`src/rtl/uart_program_loader.sv`:
```
// UART program loader: receives a length-prefixed little-endian image over rx,
// writes it word by word into text memory and releases core_rst once complete.
module uart_program_loader #(
    parameter int CLKS_PER_BIT    = 104,
    parameter int TEXT_ADDR_WIDTH = 12
) (
    input  logic                       clk,
    input  logic                       rst,
    input  logic                       rx,
    input  logic                       reload,
    output logic                       we,
    output logic [TEXT_ADDR_WIDTH-1:0] waddr,
    output logic [31:0]                wdata,
    output logic                       core_rst,
    output logic                       busy,
    output logic                       done,
    output logic                       frame_err,
    output logic                       size_err
);

    localparam int              CNT_W    = $clog2(CLKS_PER_BIT + 1);
    localparam logic [CNT_W-1:0] HALF_CNT = CNT_W'(CLKS_PER_BIT / 2);
    localparam logic [CNT_W-1:0] BIT_CNT  = CNT_W'(CLKS_PER_BIT);
    localparam logic [16:0]      CAPACITY = 17'(1) << TEXT_ADDR_WIDTH;

    typedef enum logic [1:0] {RX_IDLE, RX_START, RX_DATA, RX_STOP} rx_state_t;
    typedef enum logic [1:0] {HDR0, HDR1, DATA, DONE} load_state_t;

    // ------------------------------------------------------------------
    // Receiver
    // ------------------------------------------------------------------
    rx_state_t        rx_state_reg;
    logic             rx_meta_reg;
    logic             rx_sync_reg;
    logic             rx_prev_reg;
    logic [CNT_W-1:0] cnt_reg;
    logic [2:0]       bit_idx_reg;
    logic [7:0]       shift_reg;
    logic             byte_valid_reg;
    logic             stop_err_reg;

    always_ff @(posedge clk) begin
        if (rst) begin
            rx_state_reg   <= RX_IDLE;
            rx_meta_reg    <= 1'b1;
            rx_sync_reg    <= 1'b1;
            rx_prev_reg    <= 1'b1;
            cnt_reg        <= '0;
            bit_idx_reg    <= '0;
            shift_reg      <= '0;
            byte_valid_reg <= 1'b0;
            stop_err_reg   <= 1'b0;
        end else begin
            rx_meta_reg    <= rx;
            rx_sync_reg    <= rx_meta_reg;
            rx_prev_reg    <= rx_sync_reg;
            byte_valid_reg <= 1'b0;
            stop_err_reg   <= 1'b0;
            case (rx_state_reg)
                RX_IDLE: begin
                    if (rx_prev_reg && !rx_sync_reg) begin
                        rx_state_reg <= RX_START;
                        cnt_reg      <= CNT_W'(1);
                    end
                end
                RX_START: begin
                    if (cnt_reg == HALF_CNT) begin
                        if (rx_sync_reg) begin
                            rx_state_reg <= RX_IDLE;
                        end else begin
                            rx_state_reg <= RX_DATA;
                            cnt_reg      <= CNT_W'(1);
                            bit_idx_reg  <= '0;
                        end
                    end else begin
                        cnt_reg <= cnt_reg + 1'b1;
                    end
                end
                RX_DATA: begin
                    if (cnt_reg == BIT_CNT) begin
                        shift_reg <= {rx_sync_reg, shift_reg[7:1]};
                        cnt_reg   <= CNT_W'(1);
                        if (bit_idx_reg == 3'd7) begin
                            rx_state_reg <= RX_STOP;
                        end else begin
                            bit_idx_reg <= bit_idx_reg + 1'b1;
                        end
                    end else begin
                        cnt_reg <= cnt_reg + 1'b1;
                    end
                end
                RX_STOP: begin
                    if (cnt_reg == BIT_CNT) begin
                        // shift_reg stays stable until the next start bit, so it doubles as the byte output
                        byte_valid_reg <= rx_sync_reg;
                        stop_err_reg   <= !rx_sync_reg;
                        rx_state_reg   <= RX_IDLE;
                    end else begin
                        cnt_reg <= cnt_reg + 1'b1;
                    end
                end
                default: rx_state_reg <= RX_IDLE;
            endcase
        end
    end

    // ------------------------------------------------------------------
    // Loader
    // ------------------------------------------------------------------
    load_state_t                state_reg;
    logic [15:0]                count_reg;
    logic [TEXT_ADDR_WIDTH:0]   word_idx_reg;
    logic [1:0]                 lane_reg;
    logic [23:0]                word_buf_reg;
    logic                       we_reg;
    logic [TEXT_ADDR_WIDTH-1:0] waddr_reg;
    logic [31:0]                wdata_reg;
    logic                       frame_err_reg;
    logic                       size_err_reg;
    logic [15:0]                hdr_count;

    assign hdr_count = {shift_reg, count_reg[7:0]};

    always_ff @(posedge clk) begin
        if (rst) begin
            state_reg     <= HDR0;
            count_reg     <= '0;
            word_idx_reg  <= '0;
            lane_reg      <= '0;
            word_buf_reg  <= '0;
            we_reg        <= 1'b0;
            waddr_reg     <= '0;
            wdata_reg     <= '0;
            frame_err_reg <= 1'b0;
            size_err_reg  <= 1'b0;
        end else begin
            we_reg <= 1'b0;
            if (stop_err_reg) begin
                frame_err_reg <= 1'b1;
            end
            case (state_reg)
                HDR0: begin
                    if (byte_valid_reg) begin
                        count_reg[7:0] <= shift_reg;
                        state_reg      <= HDR1;
                    end
                end
                HDR1: begin
                    if (stop_err_reg) begin
                        state_reg <= HDR0;
                    end else if (byte_valid_reg) begin
                        count_reg <= hdr_count;
                        if (hdr_count == 16'd0) begin
                            state_reg <= DONE;
                        end else if ({1'b0, hdr_count} > CAPACITY) begin
                            size_err_reg <= 1'b1;
                            state_reg    <= HDR0;
                        end else begin
                            word_idx_reg <= '0;
                            lane_reg     <= '0;
                            state_reg    <= DATA;
                        end
                    end
                end
                DATA: begin
                    if (stop_err_reg) begin
                        state_reg <= HDR0;
                    end else if (we_reg && 32'(word_idx_reg) == 32'(count_reg)) begin
                        // leave one cycle after the final write so done trails we
                        state_reg <= DONE;
                    end else if (byte_valid_reg) begin
                        case (lane_reg)
                            2'd0: word_buf_reg[7:0]   <= shift_reg;
                            2'd1: word_buf_reg[15:8]  <= shift_reg;
                            2'd2: word_buf_reg[23:16] <= shift_reg;
                            default: begin
                                we_reg       <= 1'b1;
                                waddr_reg    <= word_idx_reg[TEXT_ADDR_WIDTH-1:0];
                                wdata_reg    <= {shift_reg, word_buf_reg};
                                word_idx_reg <= word_idx_reg + 1'b1;
                            end
                        endcase
                        lane_reg <= lane_reg + 1'b1;
                    end
                end
                DONE: begin
                    if (reload) begin
                        state_reg     <= HDR0;
                        frame_err_reg <= 1'b0;
                        size_err_reg  <= 1'b0;
                    end
                end
                default: state_reg <= HDR0;
            endcase
        end
    end

    assign we        = we_reg;
    assign waddr     = waddr_reg;
    assign wdata     = wdata_reg;
    assign core_rst  = (state_reg != DONE);
    assign busy      = (state_reg != DONE);
    assign done      = (state_reg == DONE);
    assign frame_err = frame_err_reg;
    assign size_err  = size_err_reg;

endmodule

```
`config.mk`:
```
export PLATFORM = sky130hd
export DESIGN_NAME = uart_program_loader
export DESIGN_NICKNAME = d
export VERILOG_FILES = /design/src/rtl/uart_program_loader.sv
export SDC_FILE = /design/constraint.sdc
export NUM_CORES = 1
export LEC_CHECK = 0
export CORE_ASPECT_RATIO = 1.5
export CORE_MARGIN = 4
export CORE_UTILIZATION = 29
export DETAILED_ROUTE_END_ITERATION = 10
export PLACE_DENSITY = 0.5
export SLEW_MARGIN = 0
export SYNTH_ARGS = -nofsm -noshare
export SYNTH_HDL_FRONTEND = slang
export SYNTH_SLANG_ARGS = --single-unit
```
`constraint.sdc`:
```
create_clock -name clk -period 3.3 [get_ports clk]
set_input_delay 0.825 -clock clk [delete_from_list [all_inputs] [get_ports clk]]
set_output_delay 0.825 -clock clk [all_outputs]
set_load 0.01 [all_outputs]
```
==> flow_metrics.env <==
export IMPL_die_area_um2=21300
export IMPL_antenna_found_initial=0
export IMPL_grt_overflow_total=0
export IMPL_placed_area_um2=6180
export IMPL_synth_edf_count=0
export IMPL_yosysTopAreaCell="dfxtp_1"
export IMPL_rsz0062_at_grt="false"
export IMPL_die_h_um=177
export IMPL_cts_made_buffers=17
export IMPL_ant_nets=0
export IMPL_final_max_slew_viol_count=0
export IMPL_crit_slowest_cell="clkdlybuf4s50_1"
export IMPL_avgSynthCellArea_um2=8.64
export IMPL_endpoint_kind="output port"
export IMPL_yosys_top_cells_count="nand2_1, dfxtp_1, nor2_1"
export IMPL_hpwlAfterDp_mm=9.18
export IMPL_critical_path_cell_chain="nand2_1 > inv_1 > clkdlybuf4s50_1"
export IMPL_clock_skew_ns=0.0133
export IMPL_core_area_um2=18600
export IMPL_cpPeakStageDelay_ns=0.55
export IMPL_cts_setup_buffers=0
export IMPL_r2r_cells=6
export IMPL_synth_cell_type_count=61
export IMPL_power_leakage_nw=2.53
export IMPL_setup_viol=0
export IMPL_min_period_ns=2.67
export IMPL_num_antenna_cells=0
export IMPL_h_tree_depth=4
export IMPL_hold_path_depth=1
export IMPL_viasPerCell=4.75
export IMPL_synth_nets=651
export IMPL_clkLatencyLatePin_ns=0.42
export IMPL_fin_crit_sh_pct=80.9
export IMPL_netlist_area_um2=5510
export IMPL_clockBufferDepth=2
export IMPL_die_x_um=121
export IMPL_timing_fmax_ghz=0.375
export IMPL_cts_tree="built"
export IMPL_drc=0
export IMPL_setup_tns_ns=0
export IMPL_grt_max_degree=89
export IMPL_startpoint_type="register"
export IMPL_drtIter0Drc=210
export IMPL_async_flop_share_pct=0
export IMPL_worst_pin_slew_ns=0.934
export IMPL_wire_per_inst_um=14.3
export IMPL_ys_warn_count=0
export IMPL_grt_pass1_wl_mm=21.8
export IMPL_largest_reg_flops=32
export IMPL_final_util_pct=36.2
export IMPL_rows=61
export IMPL_drv_cap=0
export IMPL_finalWirelength_mm=13.3
export IMPL_dr_pass1_iters=6
export IMPL_worst_hold_path_type="reg2reg"
export IMPL_netlist_top_cells_area="dfxtp_1, nand2_1, mux2i_1"
export IMPL_crit_type="reg2out"
export IMPL_synth_seq_area_share_pct=46.8
export IMPL_final_area_um2=6750
export IMPL_relSlewSlack_pct=37.7
export IMPL_hold_viol_final=0
export IMPL_grt_pass1_vias=4369
export IMPL_area_growth_pct=22.4
export IMPL_yosysTopAreaCellShare_pct=46.8
export IMPL_io_pins=54
export IMPL_port_buffers=53
export IMPL_root_buffer="clkbuf_16"
export IMPL_synth_ff_type="dfxtp_1"
export IMPL_instances_no_fill=934
export IMPL_final_nets=682
export IMPL_vias=4440
export IMPL_worstPathMaxFanout=10
export IMPL_dp_cells=902
export IMPL_synth_cells=638
export IMPL_crit_arrival_ns=1.85
export IMPL_clock_sinks=129
export IMPL_ir_worst_vdd_uv=264
export IMPL_cp_required_ns=2.47
export IMPL_hold_buffers=0
export IMPL_yosysMostFrequentCell="nand2_1"
export IMPL_clkTransAtPathRegs_ns=0.06
export IMPL_post_cts_resized=0
export IMPL_ys_seq_elements=129
export IMPL_grtUsageTotal_pct=12.8
export IMPL_start_util_pct=29.6
export IMPL_status="finished clean"
export IMPL_gp_congestion=0.753
export IMPL_drive_above_1_share_pct=11.1
export IMPL_power_density_nw_per_um2=502
==> area by class of cell <==
type / instances / area (um^2)
well taps: 252 / 315
clock inverters: 15 / 141
clock buffers: 17 / 425
multi-input cells: 453 / 2680
fillers: 1923 / 11900
inverters: 10 / 37.5
repair buffers: 58 / 566
flip-flops and latches: 129 / 2580
==> cells in the final DEF (no fill, tap or decap), types with 3 or more instances in the layout <==
cell	count
nand3_2	3
a21oi_1	57
o31ai_1	4
o21ai_0	4
mux2i_1	35
nor2b_1	3
nand2_1	133
buf_4	6
o41ai_1	3
nand3_1	19
o311ai_0	7
nor3_1	4
nand2_2	11
nor2_1	59
a31oi_1	4
clkinv_4	3
clkbuf_16	17
nor4_1	8
inv_1	9
a21oi_2	10
or2_2	4
nand2b_1	5
a41o_1	3
inv_8	3
inv_6	6
and3_1	5
xor2_1	17
dfxtp_1	129
ha_1	9
or3_1	4
nand4_1	5
a211oi_1	4
clkdlybuf4s50_1	52
==> layer usage <==
metal	wire length (um)	vias to the layer above	track usage, %
met2	6840	77	22.1
met4	268	0	5.77
met1	5750	2093	14.7
li1	-	2249	-
met5	0	-	0
met3	478	21	3.52
==> final timing paths <==
kind | from | to | slack (ns)
worst max-delay path | state_reg[0] | done | 0.63
worst min register to register | rx_meta_reg | rx_sync_reg | 0.41
worst min-delay path | rx_meta_reg | rx_sync_reg | 0.41
worst max register to register | state_reg[1] | word_idx_reg[7] | 0.72
==> worst max-delay path: cells and delay by family, from the launching register on <==
| kind | cells | cell delay [ns] |
|---|---|---|
| flops | 1 | 0.54 |
| simple gates | 1 | 0.19 |
| buf+inv | 2 | 0.70 |
==> where the power goes <==
part | total, mW | internal (mW) | switching, mW
logic | 0.0479 | 0.0111 | 0.0368
clock network | 1.77 | 0.996 | 0.776
registers | 1.57 | 1.56 | 0.00468
==> per-stage QoR <==
step	worst slack, ns	hold WS, ns	power (mW)
after global placement	0.748	0.398	1.65
after floorplan	1.17	0.389	1.63
final	0.630	0.406	3.39
after CTS	0.604	0.410	3.44
after detailed placement	0.701	0.396	1.65
after global routing	0.512	0.429	3.51
==> cells by family (layout without fill, tap and decap cells) <==
group                      count (synthesis)  count (layout)  share of synthesized area [%]
xor gates and xnor gates                  17              17                           2.70
buffers and inverters                     56             100                           4.70
adders and majority gates                  9               9                           2.04
DFF                                      129             129                           46.8
muxes                                     35              35                           6.36
AOI/OAI and AO/OA                        117             117                           14.2
and+or+nand+nor                          275             275                           23.2
Power figures use the tool's default switching activity.
==> variant 1, RTL diff (config.mk and constraints unchanged) <==
Change the parameter `TEXT_ADDR_WIDTH` from 12 to 13.
--- a/src/rtl/uart_program_loader.sv
+++ b/src/rtl/uart_program_loader.sv
@@ -2,7 +2,7 @@
 // writes it word by word into text memory and releases core_rst once complete.
 module uart_program_loader #(
     parameter int CLKS_PER_BIT    = 104,
-    parameter int TEXT_ADDR_WIDTH = 12
+    parameter int TEXT_ADDR_WIDTH = 13
 ) (
     input  logic                       clk,
     input  logic                       rst,
Interface: changed (resized waddr); port bits go from 54 to 55. No check against the original RTL was run, so the function may have changed too.
==> variant 1 against the unedited design <==
Design area up 4.4%; largest cell class unchanged; area after synthesis up 2.8%; register-to-register slack better by 40 ps; die area up 2.6%; total power up 9.5%; routed wire length up 3.8%; count of clock-buffer cells in the layout unchanged; final cell count down 1.4%; critical path type is now reg -> reg; setup slack better by 130 ps; combinational power about the same; clock skew down 4.6 ps; sequential cell count up 2.
==> variant 1: results (changes against the unedited design) <==
| Metric | Value |
|---|---|
| Final std cells w/o fill | `921 (was 934)` |
| Largest net degree at the start of global routing | `78 (was 89)` |
| Met3 wire length | `393 um (was 478 um)` |
| Final net count | `665 (was 682)` |
| Routed wire length | `13800 um (was 13300 um)` |
| Post-synthesis cell count | `613 (was 638)` |
| Met2 routed WL | `7180 um (was 6840 um)` |
| Worst-path fanout max | `23 (was 10)` |
| Largest delay share family, worst path | `simple AND/OR/NAND/NOR gates (was buffers and inverters)` |
| Slowest stage delay, CP | `440 ps (was 550 ps)` |
| GRT Total Usage | `0.134 (was 0.128)` |
| Synth Area in Adders | `0.0199 (was 0.0204)` |
| Area contributors post-synth | `dfxtp_1 46%, mux2i_1 13%, nor2_1 6.3%, nand2_1 3.3%, xor2_1 2.9% (was dfxtp_1 47%, nand2_1 9.1%, mux2i_1 6.4%, a21oi_1 5.2%, nor2_1 4.0%)` |
| WHS | `406 ps (about the same)` |
| Final worst-path cycle share | `0.770 (was 0.809)` |
| Met3 usage | `0.0354 (was 0.0352)` |
| Routability Congestion | `0.786 (was 0.753)` |
| Post-Route Skew | `8.72 ps (was 13.3 ps)` |
| Critical Path End | `wdata[18]$_SDFFE_PP0P_ (was done)` |
| Post-Synth XOR/XNOR Area | `0.0294 (was 0.0270)` |
| Met2 GRT Util | `0.238 (was 0.221)` |
| Slew headroom | `0.495 (was 0.377)` |
| WL met1 | `5950 um (was 5750 um)` |
| Synth Area in Compound Gates | `0.0846 (was 0.142)` |
| Setup WS pre-CTS | `724 ps (was 701 ps)` |
| Placed cell count | `889 (was 902)` |
| Met1 Use GR | `0.151 (was 0.147)` |
| Dpl cell area | `6390 um2 (was 6180 um2)` |
| Share of layout cells above drive strength 1 | `0.0932 (was 0.111)` |
| Synth top cells by count | `131 x dfxtp_1, 95 x nor2_1, 74 x mux2i_1, 50 x nand2_1, 33 x nand3_1 (was 133 x nand2_1, 129 x dfxtp_1, 59 x nor2_1, 57 x a21oi_1, 35 x mux2i_1)` |
| DR iter-0 viols | `177 (was 210)` |
| First-pass GRT wire length | `22900 um (was 21800 um)` |
| 1st-pass router iterations | `4 (was 6)` |
| Status | `finished clean (unchanged)` |
-- variant 1: changes by cell type after synthesis, moves of 6 or more --
| cell | delta |
|---|---|
| a21oi_1 | -32 |
| a21oi_2 | -9 |
| buf_2 | -6 |
| buf_6 | +6 |
| mux2i_1 | +39 |
| nand2_1 | -83 |
| nand2_2 | -11 |
| nand3_1 | +14 |
| nand4_1 | +6 |
| nor2_1 | +36 |
| o21ai_1 | +9 |
| or4_1 | +8 |
-- variant 1: where the power goes --
group          switching [mW]  total [mW]  leakage (nW)  internal, mW
Sequential            0.00483        1.59          1.06          1.59
Clock                   0.723        2.07         0.318          1.35
Combinational          0.0366      0.0478          1.64        0.0111
-- variant 1: layout make-up --
cell class	instances	area, um2
fillers	1942	12100
clock inverters	15	229
flip-flops and latches	131	2620
repair buffers	64	626
multi-input cells	429	2790
clock buffers	17	425
inverters	9	33.8
well taps	256	320
==> variant 2, RTL diff (same settings) <==
Made on the original files. The 4 states of `load_state_t` get a Gray code encoding in 2 bits.
--- a/src/rtl/uart_program_loader.sv
+++ b/src/rtl/uart_program_loader.sv
@@ -24,7 +24,7 @@
     localparam logic [16:0]      CAPACITY = 17'(1) << TEXT_ADDR_WIDTH;
 
     typedef enum logic [1:0] {RX_IDLE, RX_START, RX_DATA, RX_STOP} rx_state_t;
-    typedef enum logic [1:0] {HDR0, HDR1, DATA, DONE} load_state_t;
+    typedef enum logic [1:0] {HDR0 = 2'b00, HDR1 = 2'b01, DATA = 2'b11, DONE = 2'b10} load_state_t;
 
     // ------------------------------------------------------------------
     // Receiver
Function: no difference found for any inputs over 4 cycles, from zero or initial values and one cycle with rst high; so few cycles prove little.
==> variant 2 against the unedited design <==
Routed wire length shrank 3.6%; setup slack worse by 74 ps; area after synthesis decreased by 3.0%; sequential cell count is the same; design area down 1.5%; largest cell class is now registers; via count shrank 7.1%; final cell count is 9.5% lower; total power is 2.5% higher.
==> variant 2: results (changes against the unedited design) <==
| Metric | Value |
|---|---|
| Register area share after synthesis | `0.483 (was 0.468)` |
| Met2 routed WL | `6580 um (was 6840 um)` |
| GRT Total Usage | `0.128 (about the same)` |
| Signal inverters | `11 (was 10)` |
| Synth Area in Adders | `0.0211 (was 0.0204)` |
| Synth top cells by count | `129 x dfxtp_1, 98 x nor2_1, 77 x mux2i_1, 38 x nand2_1, 36 x a21oi_1 (was 133 x nand2_1, 129 x dfxtp_1, 59 x nor2_1, 57 x a21oi_1, 35 x mux2i_1)` |
| Multi-input gates | `393 (was 453)` |
| Slew @ Worst Pin | `915 ps (was 934 ps)` |
| Post-Route Skew | `12.7 ps (was 13.3 ps)` |
| Fill cell count | `1843 (was 1923)` |
| Bufs w/o clock | `63 (was 58)` |
| DR iter-0 viols | `220 (was 210)` |
| Vias in the first global route | `4067 (was 4369)` |
| Dpl cell area | `6040 um2 (was 6180 um2)` |
| Clock network area share | `0.0893 (was 0.0840)` |
| Peak VDD IR | `0.000282 V (was 0.000264 V)` |
| Fraction of area in multi-input gates | `0.382 (was 0.397)` |
| Vias per cell | `4.88 (was 4.75)` |
| Met1 Use GR | `0.153 (was 0.147)` |
| N_taps | `217 (was 252)` |
| Leak | `2.89 nW (was 2.53 nW)` |
| Status | `finished clean (unchanged)` |
| 1st-pass router iterations | `5 (was 6)` |
| Clock power share | `0.535 (was 0.523)` |
| Met3 wire length | `357 um (was 478 um)` |
| Synth Area in Compound Gates | `0.0929 (was 0.142)` |
| Clock buffer count | `23 (was 17)` |
## variant 2: cell types whose count changed after synthesis, sizes merged, moves of 10 or more
cell	unedited run	this run
or4	0	10
nor2	59	98
nand2	144	38
a21oi	67	36
mux2i	35	77
## variant 2: final timing paths
kind	start	to	slack (ps)	cells past startpoint
hold reg to reg	rx_meta_reg$_SDFF_PP1_	rx_sync_reg$_SDFF_PP1_	410	1
setup reg to reg	shift_reg[3]$_SDFFE_PP0P_	word_idx_reg[11]$_SDFFE_PP0P_	560	6
setup / recovery	shift_reg[3]$_SDFFE_PP0P_	word_idx_reg[11]$_SDFFE_PP0P_	560	6
hold / removal	rx_meta_reg$_SDFF_PP1_	rx_sync_reg$_SDFF_PP1_	410	1
## variant 2: per-stage QoR
stage	instances	utilization	hold WS (ps)	worst slack (ps)
global route	845	0.369	421	347
detailed placement	813	0.335	393	346
global placement	813	0.335	397	428
CTS	845	0.368	407	309
floorplan	573	-	389	721
finish	845	0.369	407	556
